### config.mk
export PLATFORM = sky130hd
export DESIGN_NAME = divider
export DESIGN_NICKNAME = d
export VERILOG_FILES = /design/src/rtl/divider_pkg.sv /design/src/rtl/divider.sv
export SDC_FILE = /design/constraint.sdc
export NUM_CORES = 1
export LEC_CHECK = 0
export ABC_AREA = 0
export BUFFER_PORTS_ARGS = -buffer_cell sky130_fd_sc_hd__buf_2
export CAP_MARGIN = 20
export CELL_PAD_IN_SITES_DETAIL_PLACEMENT = 1
export CELL_PAD_IN_SITES_GLOBAL_PLACEMENT = 1
export CORE_UTILIZATION = 45
export CTS_CLUSTER_DIAMETER = 50
export DETAILED_ROUTE_END_ITERATION = 7
export GPL_TIMING_DRIVEN = 1
export PLACE_DENSITY_LB_ADDON = 0.1
export SYNTH_ARGS = -nofsm -noshare
export SYNTH_HDL_FRONTEND = slang
export SYNTH_SLANG_ARGS = --single-unit
### constraint.sdc
create_clock -name clk -period 6.13 [get_ports clk]
set_input_delay 1.226 -clock clk [delete_from_list [all_inputs] [get_ports clk]]
set_output_delay 1.226 -clock clk [all_outputs]
set_load 0.02 [all_outputs]
### src/rtl/divider_pkg.sv
// divider_pkg
//   Shared definitions for the sequential restoring divider.
//   state_t : FSM state encoding (IDLE / BUSY / DONE).
package divider_pkg;

  typedef enum logic [1:0] {
    IDLE = 2'd0,
    BUSY = 2'd1,
    DONE = 2'd2
  } state_t;

endpackage : divider_pkg

### src/rtl/divider.sv
// divider
//   Sequential restoring (shift-subtract) unsigned divider. One quotient bit
//   is produced per clock, MSB first, so a division takes exactly M cycles
//   after the start edge.
//
// Ports
//   clk        in   1  rising-edge clock
//   rst        in   1  synchronous active-high reset (aborts any division)
//   en         in   1  level start/hold request
//   dividend   in   M  unsigned dividend, sampled at the start edge only
//   divisor    in   N  unsigned divisor, sampled at the start edge only
//   quotient   out  M  floor(dividend / divisor); all ones for divisor 0
//   divider_ok out  1  high while quotient holds a finished result
module divider
  import divider_pkg::*;
#(
  parameter int M = 26,
  parameter int N = 14
) (
  input  logic         clk,
  input  logic         rst,
  input  logic         en,
  input  logic [M-1:0] dividend,
  input  logic [N-1:0] divisor,
  output logic [M-1:0] quotient,
  output logic         divider_ok
);

  localparam int                CNT_W    = $clog2(M + 1);
  localparam logic [CNT_W-1:0]  CNT_LAST = CNT_W'(M - 1);

  state_t             r_state;
  state_t             w_state_next;
  logic [M-1:0]       r_dvd;          // dividend, shifted left each BUSY cycle
  logic [M-1:0]       w_dvd_next;
  logic [N-1:0]       r_dvs;          // divisor latched at start
  logic [N-1:0]       w_dvs_next;
  logic [N:0]         r_rem;          // partial remainder
  logic [N:0]         w_rem_next;
  logic [M-1:0]       r_quotient;     // quotient shift register
  logic [M-1:0]       w_quotient_next;
  logic [CNT_W-1:0]   r_cnt;          // BUSY cycle counter
  logic [CNT_W-1:0]   w_cnt_next;
  logic               r_ok;
  logic               w_ok_next;

  // Datapath for one restoring step. The compare/subtract runs at N+1 bits
  // so the shifted remainder never overflows. r_rem[N] is always 0 after a
  // step (remainder < divisor), but if it were set the shifted value would
  // exceed any N-bit divisor, so OR-ing it into the compare keeps the step
  // correct for every register value.
  logic [N:0]         w_shift;
  logic [N:0]         w_dvs_ext;
  logic [N:0]         w_diff;
  logic               w_ge;

  assign w_shift   = {r_rem[N-1:0], r_dvd[M-1]};
  assign w_dvs_ext = {1'b0, r_dvs};
  assign w_diff    = w_shift - w_dvs_ext;
  assign w_ge      = r_rem[N] | (w_shift >= w_dvs_ext);

  // State register
  always_ff @(posedge clk) begin
    if (rst) begin
      r_state <= IDLE;
    end else begin
      r_state <= w_state_next;
    end
  end

  // Next-state and datapath next values
  always_comb begin
    w_state_next    = r_state;
    w_dvd_next      = r_dvd;
    w_dvs_next      = r_dvs;
    w_rem_next      = r_rem;
    w_quotient_next = r_quotient;
    w_cnt_next      = r_cnt;
    w_ok_next       = r_ok;

    case (r_state)
      IDLE: begin
        w_ok_next = 1'b0;
        if (en) begin
          w_dvd_next      = dividend;
          w_dvs_next      = divisor;
          w_rem_next      = '0;
          w_quotient_next = '0;
          w_cnt_next      = '0;
          w_state_next    = BUSY;
        end
      end

      BUSY: begin
        // en is ignored here: a started division always completes.
        // A zero divisor makes every compare succeed, giving all ones.
        w_rem_next      = w_ge ? w_diff : w_shift;
        w_dvd_next      = r_dvd << 1;
        w_quotient_next = (r_quotient << 1) | M'(w_ge);
        w_cnt_next      = r_cnt + CNT_W'(1);
        if (r_cnt == CNT_LAST) begin
          w_ok_next    = 1'b1;
          w_state_next = DONE;
        end
      end

      DONE: begin
        if (!en) begin
          w_ok_next    = 1'b0;
          w_state_next = IDLE;
        end
      end

      default: begin
        w_ok_next    = 1'b0;
        w_state_next = IDLE;
      end
    endcase
  end

  // Datapath registers
  always_ff @(posedge clk) begin
    if (rst) begin
      r_dvd      <= '0;
      r_dvs      <= '0;
      r_rem      <= '0;
      r_quotient <= '0;
      r_cnt      <= '0;
      r_ok       <= 1'b0;
    end else begin
      r_dvd      <= w_dvd_next;
      r_dvs      <= w_dvs_next;
      r_rem      <= w_rem_next;
      r_quotient <= w_quotient_next;
      r_cnt      <= w_cnt_next;
      r_ok       <= w_ok_next;
    end
  end

  assign quotient   = r_quotient;
  assign divider_ok = r_ok;

endmodule : divider

==> flow_summary_export.csv, run 1 <==
group,metric,value,unit
setup_path,worst-path-max-fanout,16,
final_layout,fill_cells,1256,
final_layout,synthToLayoutAreaGrowth,13.6,%
floorplan,std_cell_rows,36,
power,ir_drop,266,uV
grt,antenna_found_initial,0,
synth,syn_area,4500,sq um
grt,grt_usage,22.6,%
worst_hold_path,hold_class,"flip-flop to flip-flop",
flow_run,cap_violations,0,
synth,syn_inst,589,
detailed_routing,vias,4133,
detailed_routing,routedWlPerCell,14.7,um
clock_network,htreeDepth,3,
synth,yosysSeqAreaShare,39.6,%
grt,grt_start_max_net_pins,78,
clock_network,clk_pin_slew_worst_paths,0.10,ns
clock_network,ctsResizeCount,0,
final_layout,drive_gt1_share,17.1,%
placed_design,hpwl,7420,um
synth,ys_warn_count,0,
clock_network,cts.sinks,89,
detailed_routing,drt_iter0_markers,115,
setup_path,worstPathCellList,"inv_1 > ha_1 > a21o_4 > a21oi_2 > o21ai_2 > a221oi_4 > o31ai_4 > mux2i_1 > o21ai_1",
detailed_routing,vias_per_cell,5.35,
sta,rsz0062_at_grt,"no",
sta,final_hold_viol_count,0,
power,p_leak,2.17,nW
sta,fin_crit_sh,44.9,%
grt,grt_pass1_wl,18600,um
synth,synth_top_area_share,39.6,%
status,status,"finished, final reports clean",
floorplan,initial_core_util,46.2,%
synth,ys_types,49,
setup_path,arrival,3.02,ns
power,p_per_area,422,nW/um^2
synth,synth-main-ff-cell,"dfxtp_1",
setup_path,cpMaxStageDelayCell,"o31ai_4",
clock_network,cts_made_buffers,9,
sta,worst_slack,3.38,ns
setup_path,critPathBufInv,1,
detailed_routing,finalWirelength,11300,um
sta,finalSetupViolations,0,
clock_network,root_buffer,"clkbuf_8",
setup_path,path_delay_family,"compound AO/OA/AOI/OAI gates",
detailed_routing,drt_pass1_iterations,4,
final_layout,final_cell_mix,"dfxtp_1, a21oi_1, nand2_1, buf_2, nor2_1",
final_layout,fin_nets,694,
setup_path,startpoint_type,"flip-flop",
setup_path,path_class,"flip-flop to flip-flop",
floorplan,ioPinCount,70,
sta,fmax,0.363,GHz
floorplan,dieArea,10400,sq um
detailed_routing,final_antenna_net_count,0,
detailed_routing,drc,0,
floorplan,die_w,102,um
sta,slew_viol_final,0,
synth,async_reset_ff_share,0,%
grt,grt_pass1_vias,4052,
sta,fin_skew,0.0103,ns
clock_network,clk_path_buf_depth,2,
placed_design,numPortBuffers,69,
clock_network,clk-insertion-delay-late,0.37,ns
synth,ys_seq_elements,89,
sta,whs,0.463,ns
sta,tns,0,ns
final_layout,final_common_cell,"dfxtp_1",
setup_path,cp.required,6.40,ns
clock_network,cts_tree,"built",
synth,synth_enable_flop_cells,0,
setup_path,slowest_delay,0.85,ns
sta,tightest_slew,1.06,ns
clock_network,cts_hold_buffers,0,
final_layout,insertedDiodeCount,0,
floorplan,core,9730,sq um
placed_design,gp_congestion,0.846,
synth,synth_fp_nets,649,
synth,yosys.area.top_type,"dfxtp_1",
sta,slew_headroom,29.3,%
synth,synthTopCellsByArea,"dfxtp_1, a21oi_1, o21ai_0",
synth,synth.avg_cell_area,7.63,sq um
setup_path,crit_path_end_kind,"flip-flop",
grt,grt_remaining_overflow,0,
floorplan,die_h,102,um
clock_network,post_cts_buffers,0,
sta,fin_crit,2.75,ns
placed_design,pre_cts_ws,2.60,ns
final_layout,utilization,52.5,%
logic make-up after synthesis:
| logic type | after synthesis | synth area share (%) |
|---|---|---|
| AOI/OAI and AO/OA | 200 | 26.2 |
| DFF | 89 | 39.6 |
| buffers and inverters | 84 | 7.48 |
| xor gates and xnor gates | 12 | 2.34 |
| and+or+nand+nor | 175 | 16.8 |
| adders and majority gates | 17 | 4.90 |
| muxes | 12 | 2.67 |
flip-flops by register name, summed over array words and instances (netlist names):
name	count
divider_ok	1
quotient	26
r_cnt	5
r_dvd	26
r_dvs	14
r_rem	15
r_state	2
power by group:
part / switching [W] / internal (W) / leakage [nW]
combinational: 0.000592 / 0.000448 / 1.34
sequential: 0.0000450 / 0.000638 / 0.728
clock: 0.000228 / 0.000203 / 0.0966
per-stage QoR:
stage	instances	total power, W	cell area, sq um
2_1_floorplan	589	0.00155	4500
3_3_place_gp	752	0.00169	4860
3_5_place_dp	753	0.00172	4870
4_1_cts	769	0.00217	5070
5_1_grt	772	0.00229	5110
6_report	772	0.00215	5110
worst min-delay path, cell delays in order (launching register included):
cell,delay (ns)
dfxtp_1,0.32
nand2_1,0.05
a21oi_1,0.05
metal layers:
layer  part of all wire [%]  routed length [um]  global-route usage [%]  up-vias
li1                       -                   -                       -     2087
met1                     48                5490                    28.8     1989
met2                     48                5410                    38.3       44
met3                    2.5                 289                    4.10       13
met4                    1.3                 153                    8.13        0
met5                      0                   0                       0        -
final timing paths:
check                                              end                   from  depth (start not counted)  slack, ns
worst max register to register  r_rem[10]$_SDFFE_PP0P_  r_dvs[6]$_SDFFE_PP0P_                          9       3.38
worst min register to register   r_dvs[6]$_SDFFE_PP0P_  r_dvs[6]$_SDFFE_PP0P_                          2       0.46
worst max-delay path            r_rem[10]$_SDFFE_PP0P_  r_dvs[6]$_SDFFE_PP0P_                          9       3.38
worst min-delay path             r_dvs[6]$_SDFFE_PP0P_  r_dvs[6]$_SDFFE_PP0P_                          2       0.46
cells in the mapped netlist, types with 3 or more instances:
cell      count
dfxtp_1      89
a21oi_1      79
nand2_1      74
nor2_1       69
o21ai_0      56
inv_1        43
clkbuf_1     34
a22oi_1      27
ha_1         16
o21ai_1      15
mux2i_1      12
xnor2_1       7
nand3_1       5
xor2_1        5
nand4_1       4
a31oi_1       3
and3_1        3
nand2b_1      3
nor3_1        3
or2_2         3
layout make-up:
type / count / area (sq um) / area share, %
clock inverters: 5 / 62.6 / 1.22
repair buffers: 75 / 409 / 8.01
flip-flops and latches: 89 / 1780 / 34.9
clock buffers: 11 / 141 / 2.77
inverters: 43 / 161 / 3.16
well taps: 133 / 166 / 3.26
multi-input cells: 416 / 2380 / 46.7
(Power assumes the default switching activity.)
==> run 2: changes to the inputs <==
- CORE_UTILIZATION: 45 -> 41
- clock period: 6.13 -> 2.7 ns (I/O delays scaled with it)
==> flow_summary_export.csv, run 2 (synthesis gave the netlist of run 1 again) <==
group,metric,value,unit
status,status,"finished, final reports clean",
setup_path,path_class,"flip-flop to flip-flop",
power,p_leak,2.20,nW
detailed_routing,drc,0,
placed_design,pre_cts_ws,-0.0315,ns
setup_path,worstPathCellList,"inv_1 > ha_1 > inv_1 > fa_1 > a21oi_1 > o21ai_0 > a2111oi_1 > nor3_1 > xor2_1 > mux2i_1 > o21ai_1",
floorplan,core,10500,sq um
clock_network,root_buffer,"clkbuf_8",
sta,rsz0062_at_grt,"no",
power,seqPwrFrac,31.5,%
placed_design,numPortBuffers,69,
setup_path,cp_common_cell,"inv_1",
final_layout,fin_nets,703,
power,p_sw,0.00203,W
setup_path,path_delay_family,"compound AO/OA/AOI/OAI gates",
setup_path,startpoint_type,"flip-flop",
grt,grt_remaining_overflow,0,
setup_path,slowest_delay,0.42,ns
grt,grt_pass1_vias,4247,
setup_path,cp.required,2.98,ns
clock_network,cts.sinks,89,
floorplan,die_h,107,um
setup_path,crit_cells,11,
grt,grt_pass1_wl,20100,um
floorplan,dieArea,11400,sq um
power,pwr-share-clk,18.2,%
final_layout,synthToLayoutAreaGrowth,14.3,%
final_layout,final_cell_mix,"dfxtp_1, a21oi_1, nand2_1, buf_2, nor2_1",
grt,grt_usage,22.0,%
grt,met3_usage,4.19,%
setup_path,critPathBufInv,2,
setup_path,worst-r2r-setup-slack,0.17,ns
setup_path,crit_path_end_kind,"flip-flop",
grt,antenna_found_initial,0,
power,p_per_area,966,nW/um^2
setup_path,timing.rr.start,"r_dvd[25]$_SDFFE_PP0P_",
placed_design,gp_congestion,0.882,
clock_network,clk_path_buf_depth,2,
detailed_routing,drt_pass1_iterations,4,
flow_run,cap_violations,0,
power,power.internal,0.00294,W
power,ir_drop,665,uV
grt,grt_use_met2,36.3,%
sta,finalSetupViolations,0,
sta,fin_crit,2.53,ns
setup_path,worstSetupStartpoint,"r_dvd[25]$_SDFFE_PP0P_",
power,swShare,40.8,%
setup_path,r2r-end,"r_rem[8]$_SDFFE_PP0P_",
floorplan,initial_core_util,43.0,%
detailed_routing,final_antenna_net_count,0,
sta,tightest_slew,0.543,ns
floorplan,std_cell_rows,37,
clock_network,clk-insertion-delay-late,0.39,ns
setup_path,worst-path-max-fanout,3,
sta,final_hold_viol_count,0,
setup_path,arrival,2.81,ns
grt,grt_start_max_net_pins,52,
clock_network,cts_made_buffers,9,
grt,grt_busiest_layer,"met2",
final_layout,insertedDiodeCount,0,
sta,fin_crit_sh,93.9,%
clock_network,clk_pin_slew_worst_paths,0.10,ns
setup_path,cpMaxStageDelayCell,"fa_1",
detailed_routing,vias,4168,
power,power.total,0.00496,W
final_layout,final_common_cell,"dfxtp_1",
worst_hold_path,hold_class,"input pin to flip-flop",
detailed_routing,drt_iter0_markers,141,
floorplan,die_w,107,um
sta,slew_viol_final,0,
sta,fin_skew,0.0114,ns
detailed_routing,finalWirelength,11800,um
detailed_routing,routedWlPerCell,15.0,um
sta,slew_headroom,62.9,%
floorplan,ioPinCount,70,
clock_network,cts_hold_buffers,0,
sta,worst_slack,0.165,ns
grt,grt_use_met1,28.4,%
detailed_routing,vias_per_cell,5.32,
clock_network,htreeDepth,3,
setup_path,rr_worst_depth,11,
sta,fmax,0.395,GHz
power,p_comb_share,50.4,%
clock_network,cts_tree,"built",
final_layout,drive_gt1_share,18.4,%
setup_path,crit_end,"r_rem[8]$_SDFFE_PP0P_",
placed_design,hpwl,8130,um
run 2: changes by cell type in the layout (fill, tap and decap cells not counted), moves of 2 or more:
cell	previous run	this run
inv_6	2	5
buf_8	2	0
clkinvlp_4	2	0
buf_4	3	15
run 2: power groups by stage:
stage	Sequential (W)	Clock (W)	Combinational, W
after floorplan	0.00156	0	0.00196
after global placement	0.00158	0	0.00227
after detailed placement	0.00159	0	0.00236
after CTS	0.00156	0.000939	0.00250
after global routing	0.00158	0.000988	0.00274
final	0.00156	0.000903	0.00250
run 2: worst min path at each step:
stage                                   endpoint  slack [ns]              startpoint  cells after the start
after detailed placement  r_rem[14]$_SDFFE_PP0P_        0.45  r_rem[14]$_SDFFE_PP0P_                      2
after global routing       r_dvs[8]$_SDFFE_PP0P_        0.38              divisor[8]                      3
final                      r_dvs[2]$_SDFFE_PP0P_        0.39              divisor[2]                      3
after floorplan           r_rem[14]$_SDFFE_PP0P_        0.42  r_rem[14]$_SDFFE_PP0P_                      2
after global placement    r_rem[14]$_SDFFE_PP0P_        0.44  r_rem[14]$_SDFFE_PP0P_                      2
after CTS                  r_dvs[2]$_SDFFE_PP0P_        0.37              divisor[2]                      3
run 2: layout make-up:
cell class,count,area (sq um)
clock buffer,9,124
clock inverter,7,57.6
fill,1348,5320
inverter,43,161
multi-input combinational,416,2390
sequential,89,1780
tap,136,170
timing repair buffer,84,458
run 2: stage by stage:
step                      instances  area, sq um  utilization, %  setup TNS, ns  hold slack (ns)
after global routing            784         5140            49.1              0            0.379
after detailed placement        765         4930            47.2        -0.0587            0.448
after floorplan                 589         4500               -              0            0.422
after global placement          765         4930            47.2              0            0.441
after CTS                       784         5140            49.1              0            0.367
final                           784         5140            49.1              0            0.385
run 2: timing repair:
action	CTS	global route
setup endpoints to repair	5	1
resized for setup	0	1
pin swaps	1	1
setup buffers	3	0
cloned	0	0
run 2: per-layer routing:
| layer | routed length, um | vias up |
|---|---|---|
| li1 | - | 2114 |
| met1 | 5730 | 1997 |
| met2 | 5500 | 45 |
| met3 | 347 | 12 |
| met4 | 183 | 0 |
| met5 | 0 | - |
run 2: tightest hold or removal path, stage by stage:
cell and delay [ns]:
buf_2 0.09, nand2_1 0.04, a21oi_1 0.05
==> run 3: changes to the inputs <==
--- a/config.mk
+++ b/config.mk
@@ -7,3 +7,2 @@
 export LEC_CHECK = 0
-export ABC_AREA = 0
 export BUFFER_PORTS_ARGS = -buffer_cell sky130_fd_sc_hd__buf_2
==> constraint.sdc (replaced) <==
create_clock -name clk -period 2.7 [get_ports clk]
set_input_delay 0.27 -clock clk [delete_from_list [all_inputs] [get_ports clk]]
set_output_delay 0.27 -clock clk [all_outputs]
set_load 0.02 [all_outputs]
==> flow_summary_export.csv, run 3 (synthesis gave the netlist of run 1 again) <==
group,metric,value,unit
grt,grt_usage,22.1,%
sta,fin_skew,0.00822,ns
sta,finalSetupViolations,0,
power,pwr-share-clk,22.1,%
floorplan,die_h,107,um
floorplan,std_cell_rows,37,
power,p_leak,2.23,nW
sta,tightest_slew,0.626,ns
clock_network,cts.sinks,89,
sta,slew_viol_final,0,
placed_design,numPortBuffers,69,
setup_path,worst-path-max-fanout,3,
clock_network,cts_made_buffers,9,
final_layout,seq_area,1780,sq um
final_layout,insertedDiodeCount,0,
final_layout,fin_nets,702,
detailed_routing,drt_iter0_markers,117,
setup_path,crit_path_end_kind,"flip-flop",
placed_design,hpwl,7990,um
detailed_routing,finalWirelength,11700,um
floorplan,initial_core_util,43.0,%
final_layout,utilization,49.8,%
grt,grt_use_met1,28.8,%
clock_network,clk_path_buf_depth,2,
final_layout,multiInputGateArea,2390,sq um
clock_network,clk-insertion-delay-late,0.38,ns
power,p_sw,0.00199,W
final_layout,final_cell_mix,"dfxtp_1, a21oi_1, nand2_1, buf_2, nor2_1",
detailed_routing,vias_per_cell,5.29,
clock_network,cts_tree,"built",
grt,grt_pass1_vias,4232,
power,p_comb_share,47.8,%
setup_path,startpoint_type,"flip-flop",
floorplan,core,10500,sq um
floorplan,die_w,107,um
grt,grt_start_max_net_pins,53,
power,seqPwrFrac,30.1,%
sta,fmax,0.404,GHz
power,ir_drop,508,uV
power,power.internal,0.00320,W
placed_design,gp_congestion,0.871,
floorplan,ioPinCount,70,
power,p_per_area,997,nW/um^2
floorplan,dieArea,11400,sq um
grt,grt_use_met2,35.0,%
setup_path,cp.required,2.97,ns
detailed_routing,drc,0,
final_layout,final_common_cell,"dfxtp_1",
clock_network,root_buffer,"clkbuf_8",
clock_network,clk_pin_slew_worst_paths,0.09,ns
power,swShare,38.4,%
grt,antenna_found_initial,0,
grt,grt_remaining_overflow,0,
flow_run,cap_violations,0,
detailed_routing,drt_pass1_iterations,4,
sta,final_hold_viol_count,0,
status,status,"finished, final reports clean",
grt,grt_busiest_layer,"met2",
grt,grt_pass1_wl,20000,um
clock_network,htreeDepth,3,
sta,fin_crit,2.47,ns
sta,fin_crit_sh,91.6,%
sta,slew_headroom,57.2,%
setup_path,path_class,"flip-flop to flip-flop",
detailed_routing,vias,4141,
sta,tns,0,ns
detailed_routing,final_antenna_net_count,0,
final_layout,drive_gt1_share,18.4,%
worst_hold_path,hold_class,"input pin to flip-flop",
final_layout,fill_cells,1344,
final_layout,synthToLayoutAreaGrowth,15.8,%
detailed_routing,routedWlPerCell,14.9,um
setup_path,arrival,2.74,ns
sta,rsz0062_at_grt,"no",
grt,met3_usage,4.26,%
## run 3: per-layer routing
| layer | part of all wire (%) | up-vias |
|---|---|---|
| li1 | - | 2102 |
| met1 | 48 | 1958 |
| met2 | 46 | 61 |
| met3 | 3.3 | 20 |
| met4 | 2.4 | 0 |
| met5 | 0 | - |
## run 3: area by class of cell
cell class | count | share of cell area (%)
multi-input combinational | 416 | 45.9
sequential | 89 | 34.2
timing repair buffer | 83 | 8.65
tap | 136 | 3.27
inverter | 43 | 3.10
clock buffer | 10 | 2.64
clock inverter | 6 | 2.19
## run 3: repair_timing
item,4_1_cts,5_1_grt
hold buffers,0,0
setup buffers,2,0
pin swaps,1,1
resized for setup,1,2
setup endpoints to repair,4,1
## run 3: final timing paths
| path | startpoint | end | slack, ns | depth (start not counted) |
|---|---|---|---|---|
| worst max register to register | r_dvd[25]$_SDFFE_PP0P_ | r_rem[8]$_SDFFE_PP0P_ | 0.23 | 11 |
| worst max-delay path | r_dvd[25]$_SDFFE_PP0P_ | r_rem[8]$_SDFFE_PP0P_ | 0.23 | 11 |
| worst min register to register | r_dvs[5]$_SDFFE_PP0P_ | r_dvs[5]$_SDFFE_PP0P_ | 0.46 | 2 |
| worst min-delay path | divisor[2] | r_dvs[2]$_SDFFE_PP0P_ | 0.12 | 3 |
## run 3: critical path: stages, from the launching register on
cell and delay, ns:
dfxtp_1 0.32, inv_1 0.10, ha_1 0.22, inv_1 0.07, fa_1 0.42, a21oi_1 0.19, o21ai_1 0.15, a2111oi_2 0.35
nor3_1 0.12, xor2_1 0.16, mux2i_1 0.19, o21ai_1 0.08
## run 3: power by group through the flow
| stage | registers [W] | clock network, W | logic [W] |
|---|---|---|---|
| global route | 0.00158 | 0.00123 | 0.00275 |
| finish | 0.00156 | 0.00115 | 0.00248 |
| CTS | 0.00156 | 0.00119 | 0.00247 |
| detailed placement | 0.00159 | 0 | 0.00236 |
| floorplan | 0.00156 | 0 | 0.00196 |
| global placement | 0.00158 | 0 | 0.00227 |
## run 3: per-stage QoR
stage	power, W	area (sq um)	setup WS (ns)	cells	hold slack, ns
final	0.00519	5210	0.227	783	0.124
after global routing	0.00556	5210	0.0430	783	0.116
after CTS	0.00521	5200	0.0370	783	0.101
after detailed placement	0.00395	4930	-0.0217	765	0.451
after global placement	0.00386	4930	0.104	764	0.441
after floorplan	0.00352	4500	0.431	589	0.406
